File: config.mk
export PLATFORM = sky130hd
export DESIGN_NAME = decode_execute_buffer
export DESIGN_NICKNAME = d
export VERILOG_FILES = /design/src/rtl/decode_execute_buffer_pkg.sv /design/src/rtl/decode_execute_buffer_pipe_reg.sv /design/src/rtl/decode_execute_buffer.sv
export SDC_FILE = /design/constraint.sdc
export NUM_CORES = 1
export LEC_CHECK = 0
export ABC_AREA = 1
export BUFFER_PORTS_ARGS = -buffer_cell sky130_fd_sc_hd__buf_2
export CAP_MARGIN = 25
export CORE_MARGIN = 2
export CORE_UTILIZATION = 38
export DETAILED_ROUTE_END_ITERATION = 10
export PLACE_DENSITY_LB_ADDON = 0.12
export RECOVER_POWER = 100
export SETUP_SLACK_MARGIN = 0.4
export SYNTH_ARGS = -nofsm -noshare
export SYNTH_HDL_FRONTEND = slang
export SYNTH_SLANG_ARGS = --single-unit
File: constraint.sdc
create_clock -name clk -period 1.3 [get_ports clk]
set_input_delay 0 -clock clk [delete_from_list [all_inputs] [get_ports clk]]
set_output_delay 0 -clock clk [all_outputs]
set_load 0.01 [all_outputs]
File: src/rtl/decode_execute_buffer_pkg.sv
// Shared encodings for the decode/execute pipeline buffer: ALU operations,
// push/pop codes and control-bus widths used by the control unit and buffers.
package decode_execute_buffer_pkg;

  localparam int CTRL_W = 10;
  localparam int ALU_W  = 4;
  localparam int PP_W   = 2;

  localparam logic [ALU_W-1:0] ALU_NOP = 4'h0;
  localparam logic [ALU_W-1:0] ALU_MOV = 4'h1;
  localparam logic [ALU_W-1:0] ALU_ADD = 4'h2;
  localparam logic [ALU_W-1:0] ALU_SUB = 4'h3;
  localparam logic [ALU_W-1:0] ALU_AND = 4'h4;
  localparam logic [ALU_W-1:0] ALU_OR  = 4'h5;
  localparam logic [ALU_W-1:0] ALU_NOT = 4'h6;
  localparam logic [ALU_W-1:0] ALU_SHL = 4'h7;
  localparam logic [ALU_W-1:0] ALU_SHR = 4'h8;
  localparam logic [ALU_W-1:0] ALU_INC = 4'h9;
  localparam logic [ALU_W-1:0] ALU_DEC = 4'hA;

  localparam logic [PP_W-1:0] PP_NONE = 2'b00;
  localparam logic [PP_W-1:0] PP_PUSH = 2'b01;
  localparam logic [PP_W-1:0] PP_POP  = 2'b11;

  // A control-unit bubble carries no control, no ALU work and no stack traffic.
  function automatic logic isCuBubble(input logic [CTRL_W-1:0] ctrl,
                                      input logic [ALU_W-1:0]  alu,
                                      input logic [PP_W-1:0]   pp);
    return (ctrl == '0) && (alu == ALU_NOP) && (pp == PP_NONE);
  endfunction

endpackage

File: src/rtl/decode_execute_buffer_pipe_reg.sv
// Generic pipeline register with synchronous active-low reset, flush-to-value
// and stall-hold; shared by the D2E, E2M and M2W buffers.
module pipe_reg #(
  parameter int            W       = 8,
  parameter logic [W-1:0]  RST_VAL = '0
) (
  input  logic         clk,
  input  logic         rst,
  input  logic         i_flush,
  input  logic         i_stall,
  input  logic [W-1:0] i_d,
  input  logic [W-1:0] i_flushVal,
  output logic [W-1:0] o_q
);

  logic [W-1:0] r_q;

  // Priority: reset, then flush (wins over stall), then stall-hold, then load.
  always_ff @(posedge clk) begin
    if (!rst) begin
      r_q <= RST_VAL;
    end else if (i_flush) begin
      r_q <= i_flushVal;
    end else if (!i_stall) begin
      r_q <= i_d;
    end
  end

  assign o_q = r_q;

endmodule

File: src/rtl/decode_execute_buffer.sv
// Decode-to-execute pipeline buffer: registers CU control, operands and PC, and
// holds the CU's LDM/CALL/RET/flush sequencing state that feeds back next cycle.
module decode_execute_buffer
  import decode_execute_buffer_pkg::*;
#(
  parameter int DATA_W = 16,
  parameter int PC_W   = 32,
  parameter int REG_AW = 3
) (
  input  logic              clk,
  input  logic              rst,
  input  logic              stall,
  input  logic              flush,
  input  logic [9:0]        ctrlIn,
  input  logic [3:0]        aluSignalsIn,
  input  logic              shiftIn,
  input  logic [1:0]        pushPopIn,
  input  logic              stIn,
  input  logic              sstIn,
  input  logic [1:0]        flushNumIn,
  input  logic [1:0]        firstTimeCallIn,
  input  logic [1:0]        firstTimeRETIn,
  input  logic [DATA_W-1:0] rsrcDataIn,
  input  logic [DATA_W-1:0] rdstDataIn,
  input  logic [REG_AW-1:0] rsrcIdxIn,
  input  logic [REG_AW-1:0] rdstIdxIn,
  input  logic [DATA_W-1:0] immIn,
  input  logic [PC_W-1:0]   pcIn,
  input  logic              validIn,
  output logic [9:0]        ctrlOut,
  output logic [3:0]        aluSignalsOut,
  output logic              shiftOut,
  output logic [1:0]        pushPopOut,
  output logic              stOut,
  output logic              sstOut,
  output logic [1:0]        flushNumOut,
  output logic [1:0]        firstTimeCallOut,
  output logic [1:0]        firstTimeRETOut,
  output logic [DATA_W-1:0] rsrcDataOut,
  output logic [DATA_W-1:0] rdstDataOut,
  output logic [REG_AW-1:0] rsrcIdxOut,
  output logic [REG_AW-1:0] rdstIdxOut,
  output logic [DATA_W-1:0] immOut,
  output logic [PC_W-1:0]   pcOut,
  output logic              validOut
);

  localparam int CTRL_GRP_W = 1 + CTRL_W + ALU_W + 1 + PP_W;
  localparam int SEQ_GRP_W  = 8;
  localparam int OPS_GRP_W  = 3 * DATA_W + 2 * REG_AW;

  localparam logic [CTRL_GRP_W-1:0] CTRL_BUBBLE =
    {1'b0, {CTRL_W{1'b0}}, ALU_NOP, 1'b0, PP_NONE};

  logic                  w_validLoad;
  logic [CTRL_GRP_W-1:0] w_ctrlD, w_ctrlQ;
  logic [SEQ_GRP_W-1:0]  w_seqD, w_seqQ, w_seqFlush;
  logic [OPS_GRP_W-1:0]  w_opsD, w_opsQ;

  // CU-generated bubbles (e.g. the LDM first cycle) never reach execute as valid.
  assign w_validLoad = validIn & ~isCuBubble(ctrlIn, aluSignalsIn, pushPopIn);

  assign w_ctrlD = {w_validLoad, ctrlIn, aluSignalsIn, shiftIn, pushPopIn};

  pipe_reg #(.W(CTRL_GRP_W), .RST_VAL(CTRL_BUBBLE)) u_ctrlReg (
    .clk        (clk),
    .rst        (rst),
    .i_flush    (flush),
    .i_stall    (stall),
    .i_d        (w_ctrlD),
    .i_flushVal (CTRL_BUBBLE),
    .o_q        (w_ctrlQ)
  );

  assign {validOut, ctrlOut, aluSignalsOut, shiftOut, pushPopOut} = w_ctrlQ;

  // A flush squashes LDM/CALL/RET sequencing but lets a flush countdown continue.
  assign w_seqD     = {stIn, sstIn, flushNumIn, firstTimeCallIn, firstTimeRETIn};
  assign w_seqFlush = {2'b00, flushNumIn, 2'b00, 2'b00};

  pipe_reg #(.W(SEQ_GRP_W), .RST_VAL('0)) u_seqReg (
    .clk        (clk),
    .rst        (rst),
    .i_flush    (flush),
    .i_stall    (stall),
    .i_d        (w_seqD),
    .i_flushVal (w_seqFlush),
    .o_q        (w_seqQ)
  );

  assign {stOut, sstOut, flushNumOut, firstTimeCallOut, firstTimeRETOut} = w_seqQ;

  assign w_opsD = {rsrcDataIn, rdstDataIn, rsrcIdxIn, rdstIdxIn, immIn};

  pipe_reg #(.W(OPS_GRP_W), .RST_VAL('0)) u_opsReg (
    .clk        (clk),
    .rst        (rst),
    .i_flush    (flush),
    .i_stall    (stall),
    .i_d        (w_opsD),
    .i_flushVal ({OPS_GRP_W{1'b0}}),
    .o_q        (w_opsQ)
  );

  assign {rsrcDataOut, rdstDataOut, rsrcIdxOut, rdstIdxOut, immOut} = w_opsQ;

  pipe_reg #(.W(PC_W), .RST_VAL('0)) u_pcReg (
    .clk        (clk),
    .rst        (rst),
    .i_flush    (flush),
    .i_stall    (stall),
    .i_d        (pcIn),
    .i_flushVal ({PC_W{1'b0}}),
    .o_q        (pcOut)
  );

endmodule

; Word-level counts from Yosys, hierarchy flattened
; Index checks and enable logic that the tools add are counted.
[word_totals]
register_bits = 112
word_cells = 17
inputBits = 116
[op_classes]
eq_ne = 1
mux = 2
bitwise_logic = 3
n_reduce_logical = 6
[ops]
columns = operator, n
row1 = 6-bit two-way mux, 2
row2 = 10-bit logical NOT, 1
row3 = 4-bit logical NOT, 1
row4 = 1-bit logical AND, 2
row5 = 2-bit logical NOT, 1
row6 = "2-bit by 1-bit != test with 1-bit output, second input constant", 1
row7 = 1-bit NOT, 2
row8 = 2-bit OR reduction, 1
row9 = 1-bit bitwise AND, 1

; Longest topological paths before layout
[logic_depth]
depth_word = 5
mapped_depth = 6

; Hierarchy
; From an unflattened synthesis, not the netlist that was laid out.
[unflattened]
cells_unflattened = 865
hier_area_um2 = 5595.4
[by_module_without_submodules]
columns = module, n_inst, cells_each, seq_area_each_um2, area_per_inst_um2
row1 = pipe_reg (u_opsReg), 1, 408, 1081.0, 2622.5
row2 = pipe_reg (u_pcReg), 1, 243, 640.6, 1590.3
row3 = pipe_reg (u_ctrlReg), 1, 136, 360.3, 907.1
row4 = pipe_reg (u_seqReg), 1, 61, 160.2, 410.4
row5 = decode_execute_buffer, 1, 17, 0.0, 65.1

; Least setup slack after synthesis
; Ideal clock, no wire load.
[synth_path]
path_type = input port to flip-flop
startpoint = in stall
endpoint = reg u_ctrlReg.r_q[0] (netlist: u_ctrlReg.o_q[0])
cell_stages = 5
slack_ns = 0.655
path_buffers = 3
t_required_ns = 1.185
t_arrival_ns = 0.530
path_cell_list = buf_4 -> buf_6 -> buf_4 -> nand2_1 -> a21oi_2
[synth_lines]
columns = element, line
row1 = from (decl), decode_execute_buffer.sv:12  ; input logic stall,
row2 = to (signal assigned), decode_execute_buffer_pipe_reg.sv:23  ; r_q <= i_flushVal;
row3 = to (signal assigned), decode_execute_buffer_pipe_reg.sv:25  ; r_q <= i_d;
row4 = to (decl), decode_execute_buffer_pipe_reg.sv:16  ; logic [W-1:0] r_q;

==> reports/metrics.csv <==
stage;metric;value;unit
power;Clock Power Share;28.4;%
final_layout;antenna diode count;0;
power;Flop pwr share;56.1;%
grt;Total GRT Usage;21.65;%
final_layout;Post-layout nets;948;
synthesis;Synth area leaders;dfxtp_1 57%, nand2_1 21%, a21oi_1 13%;
synthesis;Unique masters post-synth;14;
routing;DRT Pass-1 Iters;4;
clock_tree;CTS Buf Count;9;
placed_design;GP Congestion;0.8005;
synthesis;Seq/Total Area, Yosys;56.67;%
power;maximum vdd drop;0.4463;mV
power;PwrDens;1009;mW/mm²
placed_design;Port Buf Inserts;227;
floorplan;die area;0.01124;mm²
grt;first-pass GRT wire length;19990;µm
hold_path;Hold Path Class;input port to flip-flop;
floorplan;core box area;0.01023;mm²
clock_tree;Max Root-Sink Buffers;2;
critical_path;Setup crit start kind;input port;
grt;vias in the first global route;4370;
timing;Post-Route Setup TNS;0;ps
synthesis;Post-Syn Area;0.003956;mm²
routing;Via Count;4512;
synthesis;synth warn;0;
routing;final WL;12860;µm
synthesis;#FFs+latches synth;112;
floorplan;I/O pins;228;
routing;DRC;0;
timing;clk_skew;0;ps
final_layout;Final Non-Filler Cells;973;
clock_tree;clk slew on worst S/H paths;110;ps
clock_tree;# H-tree levels;3;
routing;starting DRC count in detailed routing;267;
routing;Routed Antenna Nets;0;
routing;Via density;4.637;
job;number of max-cap violations;0;
power;Sw Share;25.77;%
critical_path;critical path required time;1590;ps
timing;Slew Limit Fails;0;
synthesis;Syn Nets;620;
timing;final critical-path share of the clock period;73.64;%
outcome;status;finished, final reports clean;
synthesis;Avg Cell Area, Syn;7.850;µm²
placed_design;dpl cells;840;
timing;RSZ-0062 raised after global routing;false;
synthesis;Cells after Synth;504;
grt;largest net degree at the start of global routing;110;
grt;total gr overflow;0;
clock_tree;CTS tree;done;
power;cell-internal power;4762;µW
final_layout;layout cells sized above 1;17.80;%
timing;Slew @ Worst Pin;716.5;ps
critical_path;CP arrival;1240;ps
timing;Max-slew headroom;52.18;%
synthesis;share of the synthesized area in the top cell type;56.67;%
critical_path;crit path capture type;flip-flop;
critical_path;Max Fanout on Critical Path;21;
timing;final hold violation count;0;
final_layout;commonest cells after routing, fill and taps aside;224 x nand2_1, 115 x clkbuf_1, 115 x buf_2;
synthesis;area leader, netlist;dfxtp_1;
power;power share of the combinational group;15.5;%
clock_tree;# clock sinks;112;
timing;Fmax;1045;MHz
routing;WL per Instance;13.22;µm
power;Sw Pwr;1653;µW
clock_tree;later-pin clock latency in the skew report;340;ps
grt;antenna violations before repair;0;
final_layout;commonest non-fill, non-tap cell in the layout;nand2_1;
power;LEAKAGE;0.002603;µW
floorplan;Die X;106.0;µm
clock_tree;Root Driver;clkbuf_8;
timing;Period minus WS final;957.3;ps
critical_path;critical path class;input port to flip-flop;
floorplan;Die Ht;106.0;µm
final_layout;P&R area growth vs syn;60.66;%
placed_design;post-DP HPWL;7907;µm
floorplan;std cell rows;37;
floorplan;Initial Util;38.67;%
timing;Setup violations, final;0;
## per-stage QoR
stage	hold slack, ps	area, µm²	utilization, %	setup slack [ps]	power (µW)
after global routing	58.81	6356	62.13	201.6	6720
after floorplan	135.7	3956	-	654.7	4045
after detailed placement	255.8	5185	50.68	269.6	4413
after CTS	16.20	6492	63.46	407.1	6511
final	35.41	6356	62.13	342.7	6415
after global placement	249.0	5185	50.68	326.2	4400
## per-layer routing
layer	GRT usage [%]	vias up	routed length, µm
met2	38.16	171	6381
met1	25.29	2063	5315
li1	-	2250	-
met3	4.721	28	831
met5	0	-	0
met4	9.305	0	332
## flip-flops by register name (all words and copies together) (netlist names)
register / count
u_pcReg.o_q: 32
u_ctrlReg.o_q: 18
u_opsReg.o_q: 54
u_seqReg.o_q: 8
## Yosys cell counts (all sizes together)
library cell  count
buf              28
nor2             16
o21ai             3
nand2           224
dfxtp           112
a21oi           110
inv               4
clkbuf            7
## logic make-up after synthesis
logic type / Yosys count / share of synthesized area, %
flops: 112 / 56.67
compound gates: 113 / 15.24
simple gates: 240 / 22.83
buf+inv: 39 / 5.250
## worst max-delay path, cell delays in order
cell	delay, ps
clkbuf_1	120
inv_1	540
buf_4	370
nand2_1	80
a21oi_1	130
## timing repair
action / in CTS / in global routing
setup buffers: 0 / 3
hold buffers: 114 / 0
gates resized for setup: 0 / 7
endpoints found under the hold margin: 112 / 0
endpoints found under the setup margin: 0 / 4
## power by group through the flow
stage                     registers [µW]  clock network (µW)  logic (µW)
after floorplan                     3730                   0         319
after global placement              3670                   0         731
after detailed placement            3670                   0         741
after CTS                           3590                1910        1010
after global routing                3610                2020        1090
final                               3600                1820         994
## path summary, 6_finish.rpt
check,startpoint,to,slack (ps),cells after the start
worst max-delay path,stall,u_pcReg.o_q[29],340,5
worst min-delay path,flush,u_ctrlReg.o_q[1],40,4
worst max register to register,u_ctrlReg.o_q[17],u_ctrlReg.o_q[17],630,2
worst min register to register,u_ctrlReg.o_q[3],u_ctrlReg.o_q[3],470,2
## layout make-up
class | instances | area, µm²
Multi-Input combinational cell | 353 | 1488
Fill cell | 991 | 3875
Clock inverter | 4 | 31.28
Clock buffer | 12 | 135.1
Tap cell | 136 | 170.2
Inverter | 4 | 16.27
Timing Repair Buffer | 352 | 2272
Sequential cell | 112 | 2243
Note: power is estimated with default switching activity, not from simulation.
